$ cat src/rtl/reg_read_pkg.sv
// rtl/reg_read_pkg.sv - shared types and defaults for the register-read stage
package reg_read_pkg;

    localparam int DEF_DATA_W  = 32;
    localparam int DEF_AREG_W  = 3;
    localparam int DEF_NUM_FWD = 2;
    localparam int SCALE_W     = 2;

    typedef enum logic {
        OPER = 1'b0,
        AGEN = 1'b1
    } state_e;

endpackage

$ cat src/rtl/reg_read_mp_fwd_select.sv
// rtl/reg_read_mp_fwd_select.sv - writeback bypass mux for one register read
module fwd_select
    import reg_read_pkg::*;
#(
    parameter int DATA_W  = DEF_DATA_W,
    parameter int AREG_W  = DEF_AREG_W,
    parameter int NUM_FWD = DEF_NUM_FWD
) (
    input  logic [AREG_W-1:0]         tag_i,
    input  logic [DATA_W-1:0]         rf_data_i,
    input  logic [NUM_FWD-1:0]        wb_v_i,
    input  logic [NUM_FWD*AREG_W-1:0] wb_tag_i,
    input  logic [NUM_FWD*DATA_W-1:0] wb_data_i,
    output logic [DATA_W-1:0]         data_o
);

    // Walk buses from highest to lowest so the lowest-numbered hit is written last and wins
    always_comb begin
        data_o = rf_data_i;
        for (int k = NUM_FWD - 1; k >= 0; k--) begin
            if (wb_v_i[k] && (wb_tag_i[k*AREG_W +: AREG_W] == tag_i)) begin
                data_o = wb_data_i[k*DATA_W +: DATA_W];
            end
        end
    end

endmodule

$ cat src/rtl/reg_read_mp.sv
// rtl/reg_read_mp.sv - two-port register read with address generation
module reg_read_mp
    import reg_read_pkg::*;
#(
    parameter int DATA_W  = DEF_DATA_W,
    parameter int AREG_W  = DEF_AREG_W,
    parameter int NUM_FWD = DEF_NUM_FWD
) (
    input  logic                      clk,
    input  logic                      rst,
    input  logic                      in_v,
    output logic                      in_rdy,
    input  logic                      in_s1_en,
    input  logic                      in_s2_en,
    input  logic                      in_base_en,
    input  logic                      in_idx_en,
    input  logic [AREG_W-1:0]         in_s1,
    input  logic [AREG_W-1:0]         in_s2,
    input  logic [AREG_W-1:0]         in_base,
    input  logic [AREG_W-1:0]         in_idx,
    input  logic [SCALE_W-1:0]        in_scale,
    input  logic [DATA_W-1:0]         in_disp,
    output logic [AREG_W-1:0]         rf_ra0,
    output logic [AREG_W-1:0]         rf_ra1,
    input  logic [DATA_W-1:0]         rf_rd0,
    input  logic [DATA_W-1:0]         rf_rd1,
    input  logic [NUM_FWD-1:0]        wb_v,
    input  logic [NUM_FWD*AREG_W-1:0] wb_tag,
    input  logic [NUM_FWD*DATA_W-1:0] wb_data,
    input  logic                      dep,
    input  logic                      flush,
    output logic                      out_v,
    input  logic                      out_rdy,
    output logic [DATA_W-1:0]         out_src1,
    output logic [DATA_W-1:0]         out_src2,
    output logic [DATA_W-1:0]         out_addr
);

    state_e             state_q, state_d;
    logic [DATA_W-1:0]  addr_q, addr_d;
    logic               out_v_q, out_v_d;
    logic [DATA_W-1:0]  out_src1_q, out_src1_d;
    logic [DATA_W-1:0]  out_src2_q, out_src2_d;
    logic [DATA_W-1:0]  out_addr_q, out_addr_d;

    logic               two_phase;
    logic               advance;
    logic               load;
    logic [DATA_W-1:0]  s1_val, s2_val, base_val, idx_val;
    logic [DATA_W-1:0]  addr_calc;

    // Memory operands need both ports when a source is also read, so those take two passes
    assign two_phase = in_base_en & in_idx_en & (in_s1_en | in_s2_en);
    assign advance   = in_v & ~dep & ~flush & (~out_v_q | out_rdy);

    // Port steering: sources in AGEN, base/idx for two-phase OPER, otherwise sources with base/idx fallback
    always_comb begin
        rf_ra0 = in_s1_en ? in_s1 : in_base;
        rf_ra1 = in_s2_en ? in_s2 : in_idx;
        if (state_q == AGEN) begin
            rf_ra0 = in_s1;
            rf_ra1 = in_s2;
        end else if (two_phase) begin
            rf_ra0 = in_base;
            rf_ra1 = in_idx;
        end
    end

    // Single-phase address operands come off the same ports as the sources, so base/idx follow rf_ra*
    fwd_select #(.DATA_W(DATA_W), .AREG_W(AREG_W), .NUM_FWD(NUM_FWD)) u_fwd_s1 (
        .tag_i(in_s1), .rf_data_i(rf_rd0), .wb_v_i(wb_v), .wb_tag_i(wb_tag), .wb_data_i(wb_data), .data_o(s1_val)
    );
    fwd_select #(.DATA_W(DATA_W), .AREG_W(AREG_W), .NUM_FWD(NUM_FWD)) u_fwd_s2 (
        .tag_i(in_s2), .rf_data_i(rf_rd1), .wb_v_i(wb_v), .wb_tag_i(wb_tag), .wb_data_i(wb_data), .data_o(s2_val)
    );
    fwd_select #(.DATA_W(DATA_W), .AREG_W(AREG_W), .NUM_FWD(NUM_FWD)) u_fwd_base (
        .tag_i(rf_ra0), .rf_data_i(rf_rd0), .wb_v_i(wb_v), .wb_tag_i(wb_tag), .wb_data_i(wb_data), .data_o(base_val)
    );
    fwd_select #(.DATA_W(DATA_W), .AREG_W(AREG_W), .NUM_FWD(NUM_FWD)) u_fwd_idx (
        .tag_i(rf_ra1), .rf_data_i(rf_rd1), .wb_v_i(wb_v), .wb_tag_i(wb_tag), .wb_data_i(wb_data), .data_o(idx_val)
    );

    assign addr_calc = (in_base_en ? base_val : '0)
                     + ((in_idx_en ? idx_val : '0) << in_scale)
                     + in_disp;

    // Next-state, handshake and output-register load decisions
    always_comb begin
        state_d    = state_q;
        addr_d     = addr_q;
        out_v_d    = out_v_q;
        out_src1_d = out_src1_q;
        out_src2_d = out_src2_q;
        out_addr_d = out_addr_q;
        in_rdy     = 1'b0;
        load       = 1'b0;

        if (advance && !rst) begin
            if (state_q == AGEN) begin
                in_rdy     = 1'b1;
                load       = 1'b1;
                out_addr_d = addr_q;
                state_d    = OPER;
            end else if (two_phase) begin
                addr_d  = addr_calc;
                state_d = AGEN;
            end else begin
                in_rdy     = 1'b1;
                load       = 1'b1;
                out_addr_d = addr_calc;
            end
        end

        if (load) begin
            out_v_d    = 1'b1;
            out_src1_d = in_s1_en ? s1_val : '0;
            out_src2_d = in_s2_en ? s2_val : '0;
        end else if (out_rdy) begin
            out_v_d = 1'b0;
        end

        if (flush) begin
            state_d = OPER;
            out_v_d = 1'b0;
        end
    end

    // State, captured address and output register
    always_ff @(posedge clk) begin
        if (rst) begin
            state_q    <= OPER;
            addr_q     <= '0;
            out_v_q    <= 1'b0;
            out_src1_q <= '0;
            out_src2_q <= '0;
            out_addr_q <= '0;
        end else begin
            state_q    <= state_d;
            addr_q     <= addr_d;
            out_v_q    <= out_v_d;
            out_src1_q <= out_src1_d;
            out_src2_q <= out_src2_d;
            out_addr_q <= out_addr_d;
        end
    end

    assign out_v    = out_v_q;
    assign out_src1 = out_src1_q;
    assign out_src2 = out_src2_q;
    assign out_addr = out_addr_q;

endmodule

$ cat config.mk
export PLATFORM = sky130hd
export DESIGN_NAME = reg_read_mp
export DESIGN_NICKNAME = d
export VERILOG_FILES = /design/src/rtl/reg_read_pkg.sv /design/src/rtl/reg_read_mp_fwd_select.sv /design/src/rtl/reg_read_mp.sv
export SDC_FILE = /design/constraint.sdc
export NUM_CORES = 1
export LEC_CHECK = 0
export ABC_AREA = 1
export BUFFER_PORTS_ARGS = -buffer_cell sky130_fd_sc_hd__buf_2
export CORE_UTILIZATION = 35
export DETAILED_ROUTE_END_ITERATION = 7
export PLACE_DENSITY = 0.68
export SLEW_MARGIN = 30
export SYNTH_ARGS = -nofsm -noshare
export SYNTH_HDL_FRONTEND = slang
export SYNTH_SLANG_ARGS = --single-unit
$ cat constraint.sdc
create_clock -name clk -period 6.51 [get_ports clk]
set_clock_uncertainty 0.15 [all_clocks]
set_input_delay 1.302 -clock clk [delete_from_list [all_inputs] [get_ports clk]]
set_output_delay 1.302 -clock clk [all_outputs]
set_load 0.02 [all_outputs]
# ---- Word-level counts from Yosys, hierarchy flattened
# Index checks and enable logic that the tools add are counted.
dict set report totals {
  reg_bits 130
  output_inout_bits 104
}
dict set report classes {
  add_sub_neg 2
  n_eq_ne 9
  n_shift 1
  n_mux 27
  bitwise 11
  n_reduce_logical 14
}
# op n
set ops {}
lappend ops {{$mux W32} 14}
lappend ops {{$add A32 B32 Y32} 2}
lappend ops {{$shl A32 B2 Y32} 1}
lappend ops {{$eq A3 B3 Y1} 8}
lappend ops {{$mux W3} 6}
lappend ops {{$logic_and A1 B1 Y1} 9}
lappend ops {{$mux W1} 7}
lappend ops {{$and A1 B1 Y1} 5}
lappend ops {{$not A1 Y1} 4}
lappend ops {{$reduce_and A3 Y1} 1}
lappend ops {{$ne A2 B2 Y1 const B} 1}
lappend ops {{$or A1 B1 Y1} 2}
lappend ops {{$reduce_and A2 Y1} 1}
lappend ops {{$reduce_bool A2 Y1} 1}
lappend ops {{$reduce_or A2 Y1} 1}
lappend ops {{$logic_not A1 Y1} 1}

# ---- Depth between registers and ports, before layout
# Gate-level depths: netlist (run 1).
dict set report depth {
  depth_word 14
  depth_mapped 35
  depth_no_buf 33
}

# ---- By module
# From an unflattened synthesis (run 1), not the netlist that was laid out.
dict set report hier_totals {
  cells_unflattened 2467
  area_unflattened_um2 13715.7
}
# module n_inst cells_per_inst area_per_inst_um2
set modules_own_cells {}
lappend modules_own_cells {reg_read_mp 1 1391 8901.0}
lappend modules_own_cells {fwd_select 4 269 1203.7}

# ---- Least setup slack after synthesis (run 1)
# No wires, ideal clock.
dict set report synth_timing {
  path_type {input port to flip-flop}
  start {in in_base_en}
  end {reg out_addr_q[21], in the netlist out_addr[21]}
  setup_ns 0.132
  arrival_ns 5.262
  setup_slack_ns 0.965
  path_stages 31
  n_path_buf 3
  path_cell_list {buf_4 > nand2_4 > nand2_4 > nand2_4 > nand2_1 > nand3_1 > nand2_1 > nor2_4 > nand2_4 > buf_6 > buf_6 > o211ai_2 > nor2_1 > a31oi_1 > nor2_1 > fa_1 > ha_1 > fa_1 > nand3_1 > nand2_1 > a21oi_1 > o21ai_1 > nand2_1 > nand2_1 > nand3_1 > nand2_1 > a21oi_1 > xor2_1 > inv_1 > o21ai_0 > a21oi_1}
}
dict set report synth_between {
  elab_chain_len 14
  elab_cells_between_ends 27
  classes_between {2 x add/sub; 5 x eq/ne; 1 x shift; 12 x mux; 2 x bitwise; 5 x reduce/logical}
}
# element line_no
set synth_rtl {}
lappend synth_rtl {{start: declaration} reg_read_mp.sv:15} ;# input logic in_base_en,
lappend synth_rtl {{$and A1 B1 Y1 (2 in a row)} reg_read_mp.sv:53} ;# assign two_phase = in_base_en & in_idx_en & (in_s1_en | in_s2_en);
lappend synth_rtl {{$mux W3} reg_read_mp.sv:63} ;# end else if (two_phase) begin
lappend synth_rtl {{$mux W3} reg_read_mp.sv:60} ;# if (state_q == AGEN) begin
lappend synth_rtl {{$eq A3 B3 Y1} reg_read_mp_fwd_select.sv:21} ;# if (wb_v_i[k] && (wb_tag_i[k*AREG_W +: AREG_W] == tag_i)) begin
lappend synth_rtl {{$logic_and A1 B1 Y1} reg_read_mp_fwd_select.sv:21}
lappend synth_rtl {{$mux W32 (2 in a row)} reg_read_mp_fwd_select.sv:21}
lappend synth_rtl {{$mux W32} reg_read_mp.sv:84} ;# + ((in_idx_en ? idx_val : '0) << in_scale)
lappend synth_rtl {{$shl A32 B2 Y32} reg_read_mp.sv:84}
lappend synth_rtl {{$add A32 B32 Y32} reg_read_mp.sv:84}
lappend synth_rtl {{$add A32 B32 Y32} reg_read_mp.sv:85} ;# + in_disp;
lappend synth_rtl {{$mux W32} reg_read_mp.sv:104} ;# end else if (two_phase) begin
lappend synth_rtl {{$mux W32} reg_read_mp.sv:99} ;# if (state_q == AGEN) begin
lappend synth_rtl {{end signal: assignment} reg_read_mp.sv:143} ;# out_addr_q <= out_addr_d;
lappend synth_rtl {{end: declaration} reg_read_mp.sv:44} ;# logic [DATA_W-1:0] out_addr_q, out_addr_d;
# Several ways; a longest one is shown, not always the timed one. The select of a mux whose other input is x is not followed.
# A chain may end at the register's enable or synchronous reset.

# ---- Worst setup path in the final report (run 1)
dict set report layout_timing {
  start {in in_base_en}
  end {reg out_addr_q[16], in the netlist out_addr[16]}
}
# The elaborated chain is that of the path after synthesis.

==> results of run 1 <==
-- worst min-delay path: stages (launching register included) --
cell and delay (ps):
dfxtp_1 310, nand2_1 60, a21oi_1 50
-- synth_stat cells, types with 5 or more instances --
cell      instances
nor3_1            6
o21a_1            5
o21ai_1          31
dfxtp_1         130
nand3_1         120
xor2_1           13
a31oi_1           8
xnor2_1          12
or2_2            25
nand4_1           5
o211ai_1        215
buf_4             6
fa_1             32
nand2_2           8
buf_1            13
nand3_2           7
o21ai_0          65
buf_6             8
ha_1             30
nand2_1         396
o211ai_2         20
buf_2            13
a21oi_1         172
inv_1           196
nand2_4           6
clkbuf_1         77
inv_2             5
nor2_1           57
-- worst paths after layout --
path	end	startpoint	depth (start not counted)	slack [ps]
max	out_addr[16]$_SDFFE_PP0P_	in_base_en	27	770
min	out_src1[13]$_SDFFE_PP0P_	out_src1[13]$_SDFFE_PP0P_	2	310
max reg2reg	out_addr[16]$_SDFFE_PP0P_	state_q$_SDFFE_PP0P_	25	1310
min reg2reg	out_src1[13]$_SDFFE_PP0P_	out_src1[13]$_SDFFE_PP0P_	2	310
-- flip-flops by register name (all words and copies together), names as in the netlist --
signal	count
out_v	1
out_src1	32
out_src2	32
state_q	1
out_addr	32
addr_q	32
-- layout make-up --
cell class,instances,share of cell area [%]
Antenna cell,8,0.145
Clock buffer,22,3.50
Clock inverter,9,0.869
Inverter,201,5.51
Multi-Input combinational cell,1269,54.8
Sequential cell,130,18.8
Tap cell,435,3.94
Timing Repair Buffer,325,12.4
-- power groups by stage --
stage / sequential (mW) / clock, mW / combinational [mW]
after floorplan: 0.852 / 0 / 0.830
after global placement: 0.837 / 0 / 1.25
after detailed placement: 0.837 / 0 / 1.26
after CTS: 0.820 / 1.03 / 1.27
after global routing: 0.821 / 1.06 / 1.43
final: 0.820 / 1.01 / 1.27
-- through the flow --
step	worst slack [ps]	instances	power, mW	area, um2	utilization, %
after global placement	463	2360	2.09	13200	41.5
after CTS	777	2391	3.12	13800	43.4
final	770	2399	3.11	13800	43.4
after global routing	247	2399	3.31	13800	43.4
after detailed placement	321	2360	2.09	13200	41.5
after floorplan	965	1718	1.68	11400	-
-- metal layers --
metal | vias to the layer above | global-route usage (%) | wire length, um
met5 | - | 0 | 0
met4 | 0 | 10.7 | 1380
met3 | 74 | 4.37 | 2760
met2 | 522 | 46.5 | 21300
met1 | 6009 | 35.2 | 19700
li1 | 6347 | - | -
-- kinds of logic after synthesis --
family | after synthesis | synth area share [%]
and+or+nand+nor | 645 | 24.7
AOI/OAI and AO/OA | 536 | 30.2
buffers and inverters | 319 | 11.4
DFF | 130 | 22.8
adders and majority gates | 62 | 8.89
xor gates and xnor gates | 25 | 1.92
muxes | 1 | 0.0876
==> metrics.md, run 1 <==
| Metric | Value |
|---|---|
| Status | complete, no violations |
| Worst vdd ir | between 0.0002 and 0.0003 V |
| Slew Viols, Final | 0 |
| Most common cell on crit path | nand2_1 |
| Pre-antenna DRT Iters | 7 |
| Remaining Overflow, GRT | 0 |
| Initial antenna violation count | 8 |
| Critical Path AT | roughly 6000 ps |
| Largest net degree at the start of global routing | 71 |
| Leakage | about 7 nW |
| Fill count | approximately 3,300 |
| Hold Fails Final Rpt | 0 |
| Placed wire-length estimate | 35,300 um |
| Final net count | 2,198 |
| Gr usage total | roughly 28% |
| Max stage delay on crit path | between 400 and 500 ps |
| Post_cts resized | 0 |
| Synth warn | 0 |
| Top cells by area, synth | dfxtp_1, o211ai_1, nand2_1 |
| H-tree Lvls | 4 |
| Total CTS buffers | 17 |
| CTS Root Cell | clkbuf_16 |
| Unrepaired setup endpoints after global routing | false |
| Number of distinct library cells after synthesis | between 40 and 50 |
| First-pass GRT wire length | 71,100 um |
| PD cells | between 200 and 250 nW/um2 |
| Routed Antenna Nets | 0 |
| Initial Utilization | 35.9% |
| Hold_buf cts | 0 |
| Detailed Route WL | 45,200 um |
| Die area | 33,400 um2 |
| Setup TNS | 0 ps |
| EDFF count, synth | 0 |
| Number of remaining DRC errors | 0 |
| CP Capture Type | flip-flop |
| Maximum clock rate | 174 MHz |
| Max-Cap Viols | 0 |
| WP data required | between 6000 and 7000 ps |
| Vias in the first global route | 12,600 |
| Share of the synthesized area in the top cell type | between 20% and 30% |
| Power share of the clock group | 32.6% |
| Hold Path Class | reg2reg |
| Synth async-reset ratio | 0% |
| Area Growth Syn to Fin | 20.9% |
| Slowest CP cell | fa_1 |
| Cell count after synthesis | ~1,700 |
| Critical Path Fanout Max | 23 |
| Multi-input logic area | about 7600 um2 |
| Synth area leader | dfxtp_1 |
| Total I/O pin count | 296 |
| Slew HR | approximately 45% |
| Clk sinks | 130 |
| Buffers & Inverters on Critical Path | 4 |
| Die Ht | approximately 180 um |
| Worst-Margin Slew | around 830 ps |
| Syn_nets | 1,972 |
| Most common cell after layout, fill and taps aside | nand2_1 |
| Fin crit period | roughly 5700 ps |
| Share of cells above drive strength 1 | between 20% and 30% |
| Core ar. | 31,800 um2 |
| Startpoint Class | primary input |
| CP Class | in2reg |
| Skew-Pair Late Insertion Delay | 440 ps |
| Rows | 65 |
| Reg power frac | between 20% and 30% |
| I/O Buffers | between 200 and 300 |
| Final Setup Violations | 0 |
| Clock slew seen by the registers of the worst setup and hold paths | approximately 60 ps |
| TritonCTS clock tree | built |
| Hold Slack | 312 ps |
| Average size of a mapped cell | between 6 and 7 um2 |
| Longest Clk Path Bufs | 2 |
| Register area | approximately 2600 um2 |
| Switching share of power | around two fifths |
| Pint | 1.85 mW |
| Post-synthesis cell area | between 10,000 and 15,000 um2 |
| Vias | ~13,000 |
| Die extent in x | 183 um |
| Vias per std cell | about 5.4 |
| Seq/Total Area, Yosys | 22.8% |
| Final worst path period share | 88.2% |
| Routed len/inst | ~19 um |
| Synth Register Bits | 130 |
| Cell family with most CP delay | simple AND/OR/NAND/NOR gates |
| Placer Congestion | about 0.9 |
| Ys flop type | dfxtp_1 |
| Logic pwr share | between 40% and 50% |
| Postcts setup bufs | 0 |
| Initial DRC Count | approximately 1,100 |
| P_sw | about 1.3 mW |
| Most frequent cells in the layout | nand2_1, buf_2, o211ai_1, inv_1, a21oi_1 |
No activity file was read; power rests on OpenSTA's default activity.
==> inputs of run 2 (changes only) <==
--- a/config.mk
+++ b/config.mk
@@ -9,7 +9,8 @@
 export BUFFER_PORTS_ARGS = -buffer_cell sky130_fd_sc_hd__buf_2
 export CORE_UTILIZATION = 35
 export DETAILED_ROUTE_END_ITERATION = 7
-export PLACE_DENSITY = 0.68
+export GPL_TIMING_DRIVEN = 0
+export PLACE_DENSITY = 0.7
 export SLEW_MARGIN = 30
 export SYNTH_ARGS = -nofsm -noshare
 export SYNTH_HDL_FRONTEND = slang
==> constraint.sdc (replaced) <==
create_clock -name clk -period 5.1 [get_ports clk]
set_clock_uncertainty 0.15 [all_clocks]
set_input_delay 1.02 -clock clk [delete_from_list [all_inputs] [get_ports clk]]
set_output_delay 1.02 -clock clk [all_outputs]
set_load 0.02 [all_outputs]
==> run 2 against run 1 <==
  * The run now ends with setup timing left
  * Non-clock buffer count increased by 109
  * Cell count increased by 4.4%
  * Clock power increased by 23%
  * Core utilization increased by 3.5 points
  * Power increased by 37%
  * Count of clock-buffer cells in the layout decreased by 2
  * Worst hold slack got worse by 0.65 ps
  * Sequential power increased by 28%
  * Critical path depth increased by 4
  * Register-to-register slack got worse by 1300 ps
  * Routed wire length increased by 12%
  * Die area unchanged
  * Critical endpoint is now out_addr[21]$_SDFFE_PP0P_
==> metrics.md, run 2 (synthesized netlist as in run 1, its figures left out) <==
| Metric | Value |
|---|---|
| Status | finished, violations left |
| Failing checks | setup timing |
| I/O Buffers | roughly 290 |
| Slowest CP cell | fa_1 |
| Fin crit period | between 5000 and 6000 ps |
| Routed len/inst | 20.1 um |
| Hold Fails Final Rpt | 0 |
| CTS Root Cell | clkbuf_16 |
| Most common cell after layout, fill and taps aside | nand2_1 |
| Largest net degree at the start of global routing | 17 |
| Skew-Pair Late Insertion Delay | ~440 ps |
| Initial Utilization | between 30% and 40% |
| Setup crit end | out_addr[21]$_SDFFE_PP0P_ |
| CP startpoint | in_idx_en |
| Pre-antenna DRT Iters | 6 |
| R2R Setup Slk | around 10 ps |
| Hold Slack | around 310 ps |
| Core ar. | about 32,000 um2 |
| H-tree Lvls | 4 |
| WP data required | roughly 5300 ps |
| Total I/O pin count | roughly 300 |
| Longest Clk Path Bufs | 2 |
| Critical Path AT | between 5000 and 6000 ps |
| TritonCTS clock tree | built |
| Vias in the first global route | between 10,000 and 15,000 |
| Remaining Overflow, GRT | 0 |
| Placed wire-length estimate | slightly above 40,000 um |
| Reg-to-Reg End | out_addr[21]$_SDFFE_PP0P_ |
| Hold_buf cts | 0 |
| Max-Cap Viols | 0 |
| Global route hottest layer | met2 |
| Final worst slack | -119 ps |
| Unrepaired setup endpoints after global routing | true |
| Max stage delay on crit path | 500 ps |
| Final net count | between 2,000 and 2,500 |
| Pre-CTS WS | -1040 ps |
| Die area | 33,400 um2 |
| Final Setup Violations | 6 |
| Worst r2r path cells | 30 |
| Most frequent cells in the layout | nand2_1, buf_2, o211ai_1, inv_1, a21oi_1 |
| Slew HR | 28.0% |
| Initial antenna violation count | 8 |
| Critical Path Fanout Max | 10 |
| Vias | 13,900 |
| Met1 GRT Util | a little over a third |
| CP Class | in2reg |
| PD cells | ~290 nW/um2 |
| Number of remaining DRC errors | 0 |
| Total CTS buffers | 17 |
| Clk sinks | 130 |
| Vias per std cell | approximately 5.6 |
| Placer Congestion | about 0.95 |
| First-pass GRT wire length | approximately 75,000 um |
| Global-route met2 utilization | about half |
| Fin util | between 40% and 50% |
| Slew Viols, Final | 0 |
| Critical R2R Launch | state_q$_SDFFE_PP0P_ |
| Die Ht | about 180 um |
| Startpoint Class | primary input |
| Routed Antenna Nets | 0 |
| Worst-Margin Slew | about 1100 ps |
| Area Growth Syn to Fin | 30.7% |
| Rows | between 60 and 70 |
| Detailed Route WL | ~50,000 um |
| Initial DRC Count | 1,503 |
| Leakage | around 7.2 nW |
| Gr usage total | 29.8% |
| Clock slew seen by the registers of the worst setup and hold paths | 70 ps |
| Hold Path Class | reg2reg |
| Final worst path period share | 102% |
| GRT met3 Usage | under 10% |
| Worst vdd ir | 0.000252 V |
| Tot Pwr | about 4.3 mW |
| Die extent in x | between 150 and 200 um |
| Share of cells above drive strength 1 | about 28% |
| Maximum clock rate | 192 MHz |
| CP Capture Type | flip-flop |
-- run 2: area by class of cell --
cell class / instances / area (um2)
Tap cell: 435 / 544
Clock buffer: 20 / 447
Buffer: 118 / 588
Multi-Input combinational cell: 1269 / 8180
Sequential cell: 130 / 2600
Clock inverter: 12 / 121
Timing Repair Buffer: 316 / 1680
Fill cell: 3336 / 16900
Inverter: 201 / 754
Antenna cell: 4 / 10.0
-- run 2: metal layers --
layer  vias to the layer above  part of all wire [%]
li1                       6566                     -
met1                      6434                    40
met2                       765                    46
met3                       143                   9.2
met4                         8                   4.6
met5                         -                  0.11
-- run 2: how the worst min path moves through the flow --
stage                                          from                   endpoint  slack [ps]  cells after the start
after floorplan              addr_q[1]$_SDFFE_PP0P_   out_addr[1]$_SDFFE_PP0P_         300                      2
after global placement     out_src1[1]$_SDFFE_PP0P_   out_src1[1]$_SDFFE_PP0P_         300                      2
after detailed placement  out_addr[30]$_SDFFE_PP0P_  out_addr[30]$_SDFFE_PP0P_         300                      2
after CTS                 out_src1[28]$_SDFFE_PP0P_  out_src1[28]$_SDFFE_PP0P_         310                      2
after global routing       out_src2[4]$_SDFFE_PP0P_   out_src2[4]$_SDFFE_PP0P_         330                      2
final                     out_src2[29]$_SDFFE_PP0P_  out_src2[29]$_SDFFE_PP0P_         310                      2
-- run 2: critical path, delay by kind of cell --
kind	cells	cell delay, ps
AO/OA/AOI/OAI	7	1070
adder cells (fa/ha/maj)	3	1060
AND/OR/NAND/NOR	16	1470
buffers and inverters	4	490
XOR/XNOR	1	240
-- run 2: per-stage QoR --
step	TNS, ps	std cells	instance area (um2)
floorplan	0	1718	11400
global placement	-31850	2444	13500
detailed placement	-32920	2444	13500
CTS	-85.2	2486	14400
global route	-3100	2502	14900
finish	-314	2505	14900
-- run 2: report_power, final --
part	total [mW]	switching [mW]	internal, mW
clock	1.24	0.543	0.693
sequential	1.05	0.00973	1.04
combinational	1.97	1.25	0.728
total	4.26	1.80	2.46
-- run 2: repair_timing --
item | CTS | global route
cloned | 0 | 2
pin swaps | 20 | 34
buffers inserted | 10 | 13
endpoints found under the setup margin | 38 | 39
resized for setup | 52 | 99
